==> config.mk <==
export PLATFORM = sky130hd
export DESIGN_NAME = demo_counter_step_ctrl_flat
export DESIGN_NICKNAME = d
export VERILOG_FILES = /design/src/rtl/demo_counter_pkg.sv /design/src/rtl/demo_counter_step_ctrl_if.sv /design/src/rtl/demo_counter_next_bound.sv /design/src/rtl/demo_counter_step_ctrl.sv /design/src/flat_wrapper.sv
export SDC_FILE = /design/constraint.sdc
export NUM_CORES = 1
export LEC_CHECK = 0
export CORE_ASPECT_RATIO = 0.9
export CORE_MARGIN = 3
export CORE_UTILIZATION = 50
export DETAILED_ROUTE_END_ITERATION = 7
export GPL_TIMING_DRIVEN = 0
export PLACE_DENSITY = 0.78
export SYNTH_ARGS = -nofsm -noshare
export SYNTH_HDL_FRONTEND = slang
export SYNTH_SLANG_ARGS = --single-unit
==> constraint.sdc <==
create_clock -name i_clock -period 37 [get_ports i_clock]
set_clock_uncertainty 0.2 [all_clocks]
set_input_delay 3.7 -clock i_clock [delete_from_list [all_inputs] [get_ports i_clock]]
set_output_delay 3.7 -clock i_clock [all_outputs]
set_load 0.05 [all_outputs]
==> src/rtl/demo_counter_pkg.sv <==
// Shared constants and types for the demo counter step sequencer.
package demo_counter_pkg;

    localparam int              CNT_W   = 20;
    localparam logic [19:0]     CNT_MAX = 20'hfffff;

    // Magic values the counter must land on exactly; MAGIC[0] is the lowest.
    localparam logic [3:0][19:0] MAGIC = {20'd456789, 20'd345678, 20'd234567, 20'd123456};

    typedef enum logic [2:0] {
        IDLE   = 3'd0,
        CALC   = 3'd1,
        ISSUE  = 3'd2,
        SETTLE = 3'd3,
        DONE   = 3'd4
    } state_e;

endpackage

==> src/rtl/demo_counter_step_ctrl_if.sv <==
// Increment handshake between the step sequencer (master) and the counter datapath (slave).
interface demo_counter_step_ctrl_if #(
    parameter int SW = 5
);
    logic          inc_valid;
    logic [SW-1:0] inc_amount;
    logic          inc_ready;

    modport master (output inc_valid, output inc_amount, input  inc_ready);
    modport slave  (input  inc_valid, input  inc_amount, output inc_ready);
endinterface

==> src/rtl/demo_counter_next_bound.sv <==
// Distance from the live counter value to the next value it must not skip:
// the nearest magic value above it, or the all-ones maximum. At the maximum
// the only legal move is the single step that wraps to zero.
module demo_counter_next_bound
    import demo_counter_pkg::*;
#(
    parameter int WIDTH = 20
) (
    input  logic [WIDTH-1:0] i_counter,
    output logic [WIDTH-1:0] o_dist_b
);

    logic [WIDTH-1:0] w_cand [5];
    logic [WIDTH-1:0] w_min;

    // One candidate per magic value; magic values at or below the counter are out of reach.
    generate
        for (genvar gi = 0; gi < 4; gi++) begin : g_magic
            assign w_cand[gi] = (WIDTH'(MAGIC[gi]) > i_counter) ? (WIDTH'(MAGIC[gi]) - i_counter) : '1;
        end
    endgenerate

    // Maximum value as the final bound; at the maximum the bound is the wrap to zero.
    assign w_cand[4] = (i_counter == '1) ? WIDTH'(1) : ('1 - i_counter);

    // Smallest candidate wins.
    always_comb begin
        w_min = w_cand[4];
        for (int i = 0; i < 4; i++) begin
            if (w_cand[i] < w_min) begin
                w_min = w_cand[i];
            end
        end
    end

    assign o_dist_b = w_min;

endmodule

==> src/rtl/demo_counter_step_ctrl.sv <==
// Step sequencer: walks the demo counter to a requested target through bounded
// increments, never skipping a magic value and only overflowing through the maximum.
module demo_counter_step_ctrl
    import demo_counter_pkg::*;
#(
    parameter int WIDTH    = 20,
    parameter int MAX_STEP = 16,
    parameter int SW       = 5
) (
    input  logic                      i_clock,
    input  logic                      i_reset,
    input  logic                      i_start,
    input  logic [WIDTH-1:0]          i_target,
    input  logic [SW-1:0]             i_step_req,
    input  logic                      i_abort,
    input  logic [WIDTH-1:0]          i_counter,
    demo_counter_step_ctrl_if.master  if_inc,
    output logic                      o_busy,
    output logic                      o_done,
    output logic [3:0]                o_magic_hit,
    output logic                      o_error
);

    localparam logic [2:0] ST_IDLE   = IDLE;
    localparam logic [2:0] ST_CALC   = CALC;
    localparam logic [2:0] ST_ISSUE  = ISSUE;
    localparam logic [2:0] ST_SETTLE = SETTLE;
    localparam logic [2:0] ST_DONE   = DONE;

    logic [2:0]       r_state;
    logic [WIDTH-1:0] r_target;
    logic [SW-1:0]    r_step;
    logic [WIDTH-1:0] r_expected;
    logic             r_abort;
    logic             r_inc_valid;
    logic [SW-1:0]    r_inc_amount;
    logic [3:0]       r_magic_hit;
    logic             r_error;

    logic [WIDTH-1:0] w_dist_b;
    logic [WIDTH-1:0] w_dist_t;
    logic [WIDTH-1:0] w_min_amt;
    logic [SW-1:0]    w_step_norm;
    logic [3:0]       w_magic_eq;
    logic             w_handshake;
    logic             w_abort_seen;

    demo_counter_next_bound #(.WIDTH(WIDTH)) u_next_bound (
        .i_counter (i_counter),
        .o_dist_b  (w_dist_b)
    );

    assign w_dist_t     = r_target - i_counter;
    assign w_handshake  = r_inc_valid & if_inc.inc_ready;
    assign w_abort_seen = r_abort | i_abort;

    generate
        for (genvar gi = 0; gi < 4; gi++) begin : g_magic_eq
            assign w_magic_eq[gi] = (i_counter == WIDTH'(MAGIC[gi]));
        end
    endgenerate

    // Requested step clamped into 1..MAX_STEP.
    always_comb begin
        w_step_norm = i_step_req;
        if (i_step_req == '0) begin
            w_step_norm = SW'(1);
        end else if (i_step_req > SW'(MAX_STEP)) begin
            w_step_norm = SW'(MAX_STEP);
        end
    end

    // Increment size: smallest of nominal step, distance to bound, distance to target.
    always_comb begin
        w_min_amt = WIDTH'(r_step);
        if (w_dist_b < w_min_amt) begin
            w_min_amt = w_dist_b;
        end
        if (w_dist_t < w_min_amt) begin
            w_min_amt = w_dist_t;
        end
    end

    // Sequencer state machine and all registered outputs.
    always_ff @(posedge i_clock) begin
        if (i_reset) begin
            r_state      <= ST_IDLE;
            r_target     <= '0;
            r_step       <= '0;
            r_expected   <= '0;
            r_abort      <= 1'b0;
            r_inc_valid  <= 1'b0;
            r_inc_amount <= '0;
            r_magic_hit  <= '0;
            r_error      <= 1'b0;
        end else begin
            r_magic_hit <= '0;
            if (i_abort && (r_state != ST_IDLE)) begin
                r_abort <= 1'b1;
            end
            case (r_state)
                ST_IDLE: begin
                    if (i_start) begin
                        r_target <= i_target;
                        r_step   <= w_step_norm;
                        r_error  <= 1'b0;
                        r_abort  <= 1'b0;
                        r_state  <= (i_counter == i_target) ? ST_DONE : ST_CALC;
                    end
                end
                ST_CALC: begin
                    // A zero distance can only come from the datapath moving on its own;
                    // finishing here keeps the issued amount strictly positive.
                    if (w_abort_seen || (w_dist_t == '0)) begin
                        r_state <= ST_DONE;
                    end else begin
                        r_inc_valid  <= 1'b1;
                        r_inc_amount <= w_min_amt[SW-1:0];
                        r_state      <= ST_ISSUE;
                    end
                end
                ST_ISSUE: begin
                    if (w_handshake) begin
                        r_inc_valid <= 1'b0;
                        r_expected  <= i_counter + WIDTH'(r_inc_amount);
                        r_state     <= ST_SETTLE;
                    end
                end
                ST_SETTLE: begin
                    r_magic_hit <= w_magic_eq;
                    if (i_counter != r_expected) begin
                        r_error <= 1'b1;
                        r_state <= ST_DONE;
                    end else if ((i_counter == r_target) || w_abort_seen) begin
                        r_state <= ST_DONE;
                    end else begin
                        r_state <= ST_CALC;
                    end
                end
                ST_DONE: begin
                    r_abort <= 1'b0;
                    r_state <= ST_IDLE;
                end
                default: begin
                    r_state <= ST_IDLE;
                end
            endcase
        end
    end

    assign if_inc.inc_valid  = r_inc_valid;
    assign if_inc.inc_amount = r_inc_amount;
    assign o_busy            = (r_state != ST_IDLE);
    assign o_done            = (r_state == ST_DONE);
    assign o_magic_hit       = r_magic_hit;
    assign o_error           = r_error;

endmodule

==> src/flat_wrapper.sv <==
// flat-port wrapper written by rule: the top's interface ports become plain ports
module demo_counter_step_ctrl_flat import demo_counter_pkg::*;
#(
    parameter int WIDTH    = 20,
    parameter int MAX_STEP = 16,
    parameter int SW       = 5
)
  (i_clock, i_reset, i_start, i_target, i_step_req, i_abort, i_counter, o_busy, o_done, o_magic_hit, o_error, if_inc_inc_valid, if_inc_inc_amount, if_inc_inc_ready);
  demo_counter_step_ctrl_if #(.SW(SW)) if_inc_i ();
  input  logic i_clock;
  input  logic i_reset;
  input  logic i_start;
  input  logic [WIDTH-1:0] i_target;
  input  logic [SW-1:0] i_step_req;
  input  logic i_abort;
  input  logic [WIDTH-1:0] i_counter;
  output logic o_busy;
  output logic o_done;
  output logic [3:0] o_magic_hit;
  output logic o_error;
  output wire logic [$bits(if_inc_i.inc_valid)-1:0] if_inc_inc_valid;
  output wire logic [$bits(if_inc_i.inc_amount)-1:0] if_inc_inc_amount;
  input wire logic [$bits(if_inc_i.inc_ready)-1:0] if_inc_inc_ready;
  assign if_inc_inc_valid = if_inc_i.inc_valid;
  assign if_inc_inc_amount = if_inc_i.inc_amount;
  assign if_inc_i.inc_ready = if_inc_inc_ready;
  demo_counter_step_ctrl #(.WIDTH(WIDTH), .MAX_STEP(MAX_STEP), .SW(SW)) u_core (.i_clock(i_clock), .i_reset(i_reset), .i_start(i_start), .i_target(i_target), .i_step_req(i_step_req), .i_abort(i_abort), .i_counter(i_counter), .if_inc(if_inc_i), .o_busy(o_busy), .o_done(o_done), .o_magic_hit(o_magic_hit), .o_error(o_error));
endmodule
## Yosys cells after proc, flatten, opt, wreduce, memory -nomap -nowiden

Index checks and enable logic that the tools add are counted.

- Input port bits: 50
- Output and inout bits: 13
- Logic and storage cells: 92
- Flip-flop bits (word level): 60

- $add $sub $neg: 7
- Equality and inequality tests: 16
- Muxes and demuxes: 29
- $lt $le $gt $ge: 11
- Bitwise operators: 4
- Reduce and logical (&&, ||, !) cells: 16

Operators with widths:

| cell | count |
|---|---|
| 20-bit 2-to-1 mux | 10 |
| 20-bit less-than comparator | 5 |
| 20-bit by 19-bit == test with 1-bit output (second input constant) | 2 |
| 20-bit == test | 2 |
| 19-bit by 20-bit greater-than comparator with 1-bit output (first input constant) | 2 |
| 19-bit by 20-bit subtractor with 20-bit output (first input constant) | 2 |
| 20-bit by 5-bit adder with 20-bit output | 1 |
| 20-bit by 17-bit == test with 1-bit output (second input constant) | 1 |
| 20-bit by 18-bit == test with 1-bit output (second input constant) | 1 |
| 20-bit == test (second input constant) | 1 |
| 17-bit by 20-bit greater-than comparator with 1-bit output (first input constant) | 1 |
| 18-bit by 20-bit greater-than comparator with 1-bit output (first input constant) | 1 |
| 20-bit logical NOT | 1 |
| 20-bit by 5-bit less-than comparator with 1-bit output | 1 |
| 20-bit inequality test | 1 |
| 17-bit by 20-bit subtractor with 20-bit output (first input constant) | 1 |
| 18-bit by 20-bit subtractor with 20-bit output (first input constant) | 1 |
| 20-bit subtractor | 1 |
| 20-bit subtractor (first input constant) | 1 |
| 3-bit 2-to-1 mux | 6 |
| 5-bit 2-to-1 mux | 3 |
| 3-bit one-hot mux with 4 select lines | 1 |
| 2-bit AND reduction | 4 |
| 3-bit by 2-bit == test with 1-bit output (second input constant) | 2 |
| 18 further kinds | 31 |

## Logic depth before layout (Yosys ltp)

- Word-level depth: 14
- Gate-level depth with buffers: 82
- Depth with buffers taken out: 75

## Hierarchy

From an unflattened synthesis, not the netlist that was laid out.

- Cells, all modules: 1427
- Area total of the unflattened synthesis: 10164.7 um^2

By module, submodules not included:

| module | times used | seq. area each (um^2) | area each (um^2) | cells an instance |
|---|---|---|---|---|
| demo_counter_step_ctrl | 1 | 1201.2 | 5206.2 | 675 |
| demo_counter_next_bound | 1 | 0.0 | 4958.5 | 752 |

## Least setup slack after synthesis

Ideal clock, no wire load.

- Path type: input -> register
- Start: input port i_counter[1]
- End: register u_core.r_inc_amount[4], in the netlist u_core.if_inc.inc_amount[4]
- Cell stages on the path: 77
- Data required time: 36.709 ns
- Slack: 18.493 ns
- Setup time: 0.091 ns
- Arrival: 18.216 ns
- Cell sequence: clkbuf_1 > inv_1 > ha_1 > or3b_1 > o21ai_0 > a21oi_1 > or3_1 > a21oi_1 > xnor2_1 > nand2_1 > ha_1 > nand4_1 > nor3_1 > nand2_1 > a2111oi_4 > nor2_1 > clkbuf_1 > clkbuf_1 > (+41 left out) > nor3_4 > mux2i_1 > ha_1 > a21o_1 > a21o_1 > a21oi_1 > nor2b_1 > o21ai_0 > nand2b_1 > a21oi_1 > nor2b_1 > o21ai_0 > nand2_1 > a21o_1 > a211o_1 > a31oi_4 > nand2_1 > a311oi_1

- Cells in the longest elaborated chain, start to end: 14
- Elaborated cells between the ends (all ways): 32
- Classes of those cells: add/sub (6); order compare (10); eq/ne (1); mux (11); bitwise (1); reduce/logical (3)

RTL lines:

| what | line | RTL |
|---|---|---|
| start: declaration | flat_wrapper.sv:16 | `input logic [WIDTH-1:0] i_counter;` |
| 17-bit by 20-bit subtractor with 20-bit output, or another cell as far along | demo_counter_next_bound.sv:19 | `assign w_cand[gi] = (WIDTH'(MAGIC[gi]) > i_counter) ? (WIDTH'(MAGIC[gi]) - i_counter) : '1;` |
| 20-bit 2-to-1 mux (on tied branches) | demo_counter_next_bound.sv:19, demo_counter_next_bound.sv:24 |  |
| 20-bit less-than comparator | demo_counter_next_bound.sv:30 | `if (w_cand[i] < w_min) begin` |
| 20-bit 2-to-1 mux | demo_counter_next_bound.sv:30 |  |
| 20-bit less-than comparator | demo_counter_next_bound.sv:30 |  |
| 20-bit 2-to-1 mux | demo_counter_next_bound.sv:30 |  |
| 20-bit less-than comparator | demo_counter_next_bound.sv:30 |  |
| 20-bit 2-to-1 mux | demo_counter_next_bound.sv:30 |  |
| 20-bit less-than comparator | demo_counter_next_bound.sv:30 |  |
| 20-bit 2-to-1 mux | demo_counter_next_bound.sv:30 |  |
| 20-bit by 5-bit less-than comparator with 1-bit output | demo_counter_step_ctrl.sv:76 | `if (w_dist_b < w_min_amt) begin` |
| 20-bit 2-to-1 mux | demo_counter_step_ctrl.sv:76 |  |
| 20-bit less-than comparator | demo_counter_step_ctrl.sv:79 | `if (w_dist_t < w_min_amt) begin` |
| 5-bit 2-to-1 mux | demo_counter_step_ctrl.sv:79 |  |
| end signal: assignment | demo_counter_step_ctrl.sv:118 | `r_inc_amount <= w_min_amt[SW-1:0];` |
| end: declaration | demo_counter_step_ctrl.sv:36 | `logic [SW-1:0] r_inc_amount;` |

Parallel ways exist; a longest one is shown, timed or not.
A chain may end at the register's enable or synchronous reset.

## Worst setup path in the final report

- Start: input port i_counter[4]
- End: register u_core.r_inc_amount[0], in the netlist u_core.if_inc.inc_amount[0]

Same word-level chain as after synthesis.

==> results.toml <==
[timing]
setup-violations-final = 0
whs_ps = 260
fin_crit_sh_pct = 61.7
max_freq_mhz = 43.8
tns_ps = 0
slew_viol_final = 0
finalHoldViolations = 0
rsz0062_at_grt = "false"
worst_slack_ps = 14180
slew_headroom_pct = 11.7
min_period_ps = 22820
worst_slew_pin_slew_ps = 1310

[die]
initial_core_util_pct = 51.9
core_sq_um = 18800
die_height_microns = 138
io_pins = 63
rows = 47
die_width_microns = 153
dieArea_sq_um = 21200

[hold_path]
hold_start = "u_core.r_target[12]"
min_to = "u_core.r_target[12]"
whs_path_depth = 2
min_path_type = "reg -> reg"

[final_layout]
layout_common_cells = "nand2_1, ha_1, a21oi_1"
syn_to_final_growth_pct = 12.6
antenna_cells = 0
final_common_cell = "nand2_1"
nNetsFinal = 1639
fillCellCount = 1750
drive_above_1_share_pct = 4.65

[cts]
cts_made_buffers = 9
cts_hold_buf = 0
cts_resized = 0
tritoncts = "built"
cts_sinks = 60
clockRootBuffer = "clkbuf_16"
h-tree-depth = 3
post_cts_buffers = 0
cts.path.max_buffers = 2
path_clk_slew_ps = 60
clock_latency_ps = 340

[yosys]
ys_warn_count = 0
synth_seq_cells = 60
syn-cell-area_sq_um = 9740
synth_edf_count = 0
ys.flop_type = "dfxtp_1"
synth.distinct_cells = 89
synthArstFlopShare_pct = 0
ys_seq_area_share_pct = 12.3
synth.avg_cell_area_sq_um = 7.07
synth_cells = 1377

[place]
io_buffers = 55
post-place-ws_ps = 14520
dp.final_hpwl_microns = 29300
gp_congestion = 1.02

[route]
drt_iter0_markers = 1563
wl_microns = 36900
via_per_inst = 6.51
routedWlPerCell_microns = 21.6
vias = 11100
drc_errors = 0
ant_nets = 0
drtPass1Iterations = 7

[pwr]
ir_drop_v = 0.0000295
power_density_nw_per_um2 = 34.4
power_frac_comb_pct = 57.0
p_leak_nw = 4.33
p_sw_mw = 0.168
p_clk_share_pct = 24.3
pwr-share-seq_pct = 18.6
swShare_pct = 44.5
p_int_mw = 0.209

[critical_path]
rr_endpoint = "u_core.if_inc.inc_amount[0]"
crit_top_cell = "a21o_1"
cp-start-kind = "input pin"
crit_buf_inv = 13
regToRegStartpoint = "u_core.r_target[0]"
cp_slowest_cell = "a2111oi_1"
reg2reg_depth = 26
critical_path_required_ps = 36980
crit_type = "in -> reg"
worst_setup_path_end_kind = "register"
cp_max_fo = 10
slowest_delay_ps = 730
rrSetupSlack_ps = 30400
arrival_ps = 22800
cp_top_family = "compound AO/OA/AOI/OAI gates"

[grt]
grt_max_degree = 11
track_usage_pct = 33.4
grt_remaining_overflow = 0
antenna_found_initial = 0
grt_pass1_wl_microns = 57100
first_global_vias = 10500

[run_status]
status = "completed"

[flow_run]
cap_violations = 0
-- kinds of logic (layout without fill, tap and decap cells) --
| kind of cell | count (synthesis) | after routing | share of synthesized area [%] |
|---|---|---|---|
| adders and majority gates | 132 | 132 | 17.1 |
| other | 1 | 15 | 0.0385 |
| muxes | 33 | 33 | 3.49 |
| and+or+nand+nor | 512 | 512 | 25.9 |
| xor gates and xnor gates | 107 | 107 | 9.62 |
| buffers and inverters | 176 | 246 | 7.05 |
| AOI/OAI and AO/OA | 356 | 356 | 24.4 |
| DFF | 60 | 60 | 12.3 |
-- cell usage after synthesis, types with 30 or more instances --
library cell | n | area share (%)
nand3_1 | 35 | 1.8
clkbuf_1 | 60 | 2.3
nand2_1 | 166 | 6.4
a21oi_1 | 111 | 5.7
o21ai_0 | 78 | 4.0
a21o_1 | 31 | 2.4
xor2_1 | 30 | 2.7
ha_1 | 130 | 17
xnor2_1 | 77 | 6.9
inv_1 | 81 | 3.1
dfxtp_1 | 60 | 12
nor3_1 | 37 | 1.9
nand4_1 | 34 | 2.2
nor2_1 | 110 | 4.2
-- power groups by stage --
| stage | clock network [mW] | registers, mW | logic, mW |
|---|---|---|---|
| 3_5_place_dp | 0 | 0.0714 | 0.207 |
| 2_1_floorplan | 0 | 0.0726 | 0.150 |
| 6_report | 0.0917 | 0.0702 | 0.215 |
| 5_1_grt | 0.0937 | 0.0705 | 0.236 |
| 3_3_place_gp | 0 | 0.0713 | 0.203 |
| 4_1_cts | 0.0909 | 0.0701 | 0.208 |
-- per-layer routing --
metal  GRT usage, %  wire length, microns  vias up
met5              0                     0        -
met4           14.4                  1890        0
met3           8.84                  4760      173
met2           51.0                 15500      762
met1           44.3                 14700     5094
li1               -                     -     5081
-- final cells by class --
| class | count | area [sq um] | share of cell area, % |
|---|---|---|---|
| Clock inverter | 4 | 73.8 | 0.673 |
| Buffer | 85 | 344 | 3.14 |
| Clock buffer | 11 | 243 | 2.21 |
| Tap cell | 245 | 307 | 2.80 |
| Inverter | 91 | 343 | 3.13 |
| Multi-Input combinational cell | 1155 | 7900 | 72.1 |
| Sequential cell | 60 | 1200 | 11.0 |
| Timing Repair Buffer | 55 | 551 | 5.02 |
-- tightest hold or removal path, stage by stage, from the launching register on --
cell     delay, ps
dfxtp_1        310
nand2_1         50
a21oi_1         50
-- how the worst max path moves through the flow --
stage                       from                           to  slack, ps  cells after the start
floorplan           i_counter[1]  u_core.if_inc.inc_amount[4]      18490                     77
global placement    i_counter[4]  u_core.if_inc.inc_amount[0]      14660                     79
detailed placement  i_counter[4]  u_core.if_inc.inc_amount[0]      14520                     79
CTS                 i_counter[4]  u_core.if_inc.inc_amount[0]      14790                     79
global route        i_counter[0]  u_core.if_inc.inc_amount[0]      13270                     80
finish              i_counter[4]  u_core.if_inc.inc_amount[0]      14180                     79
-- sequential cells by signal (all words and copies together) (netlist names) --
name                      count
u_core.r_step                 5
u_core.r_target              20
u_core.if_inc.inc_valid       1
u_core.r_expected            20
u_core.r_state                3
u_core.o_magic_hit            4
u_core.if_inc.inc_amount      5
u_core.o_error                1
u_core.r_abort                1
-- per-stage QoR --
step           instances  total power, mW  area (sq um)  utilization [%]
2_1_floorplan       1391            0.222          9790                -
3_3_place_gp        1691            0.274         10600             56.8
3_5_place_dp        1691            0.278         10600             56.8
4_1_cts             1706            0.369         11000             58.4
5_1_grt             1706            0.400         11000             58.5
6_report            1706            0.377         11000             58.5
Note: power is estimated with default switching activity, not from simulation.
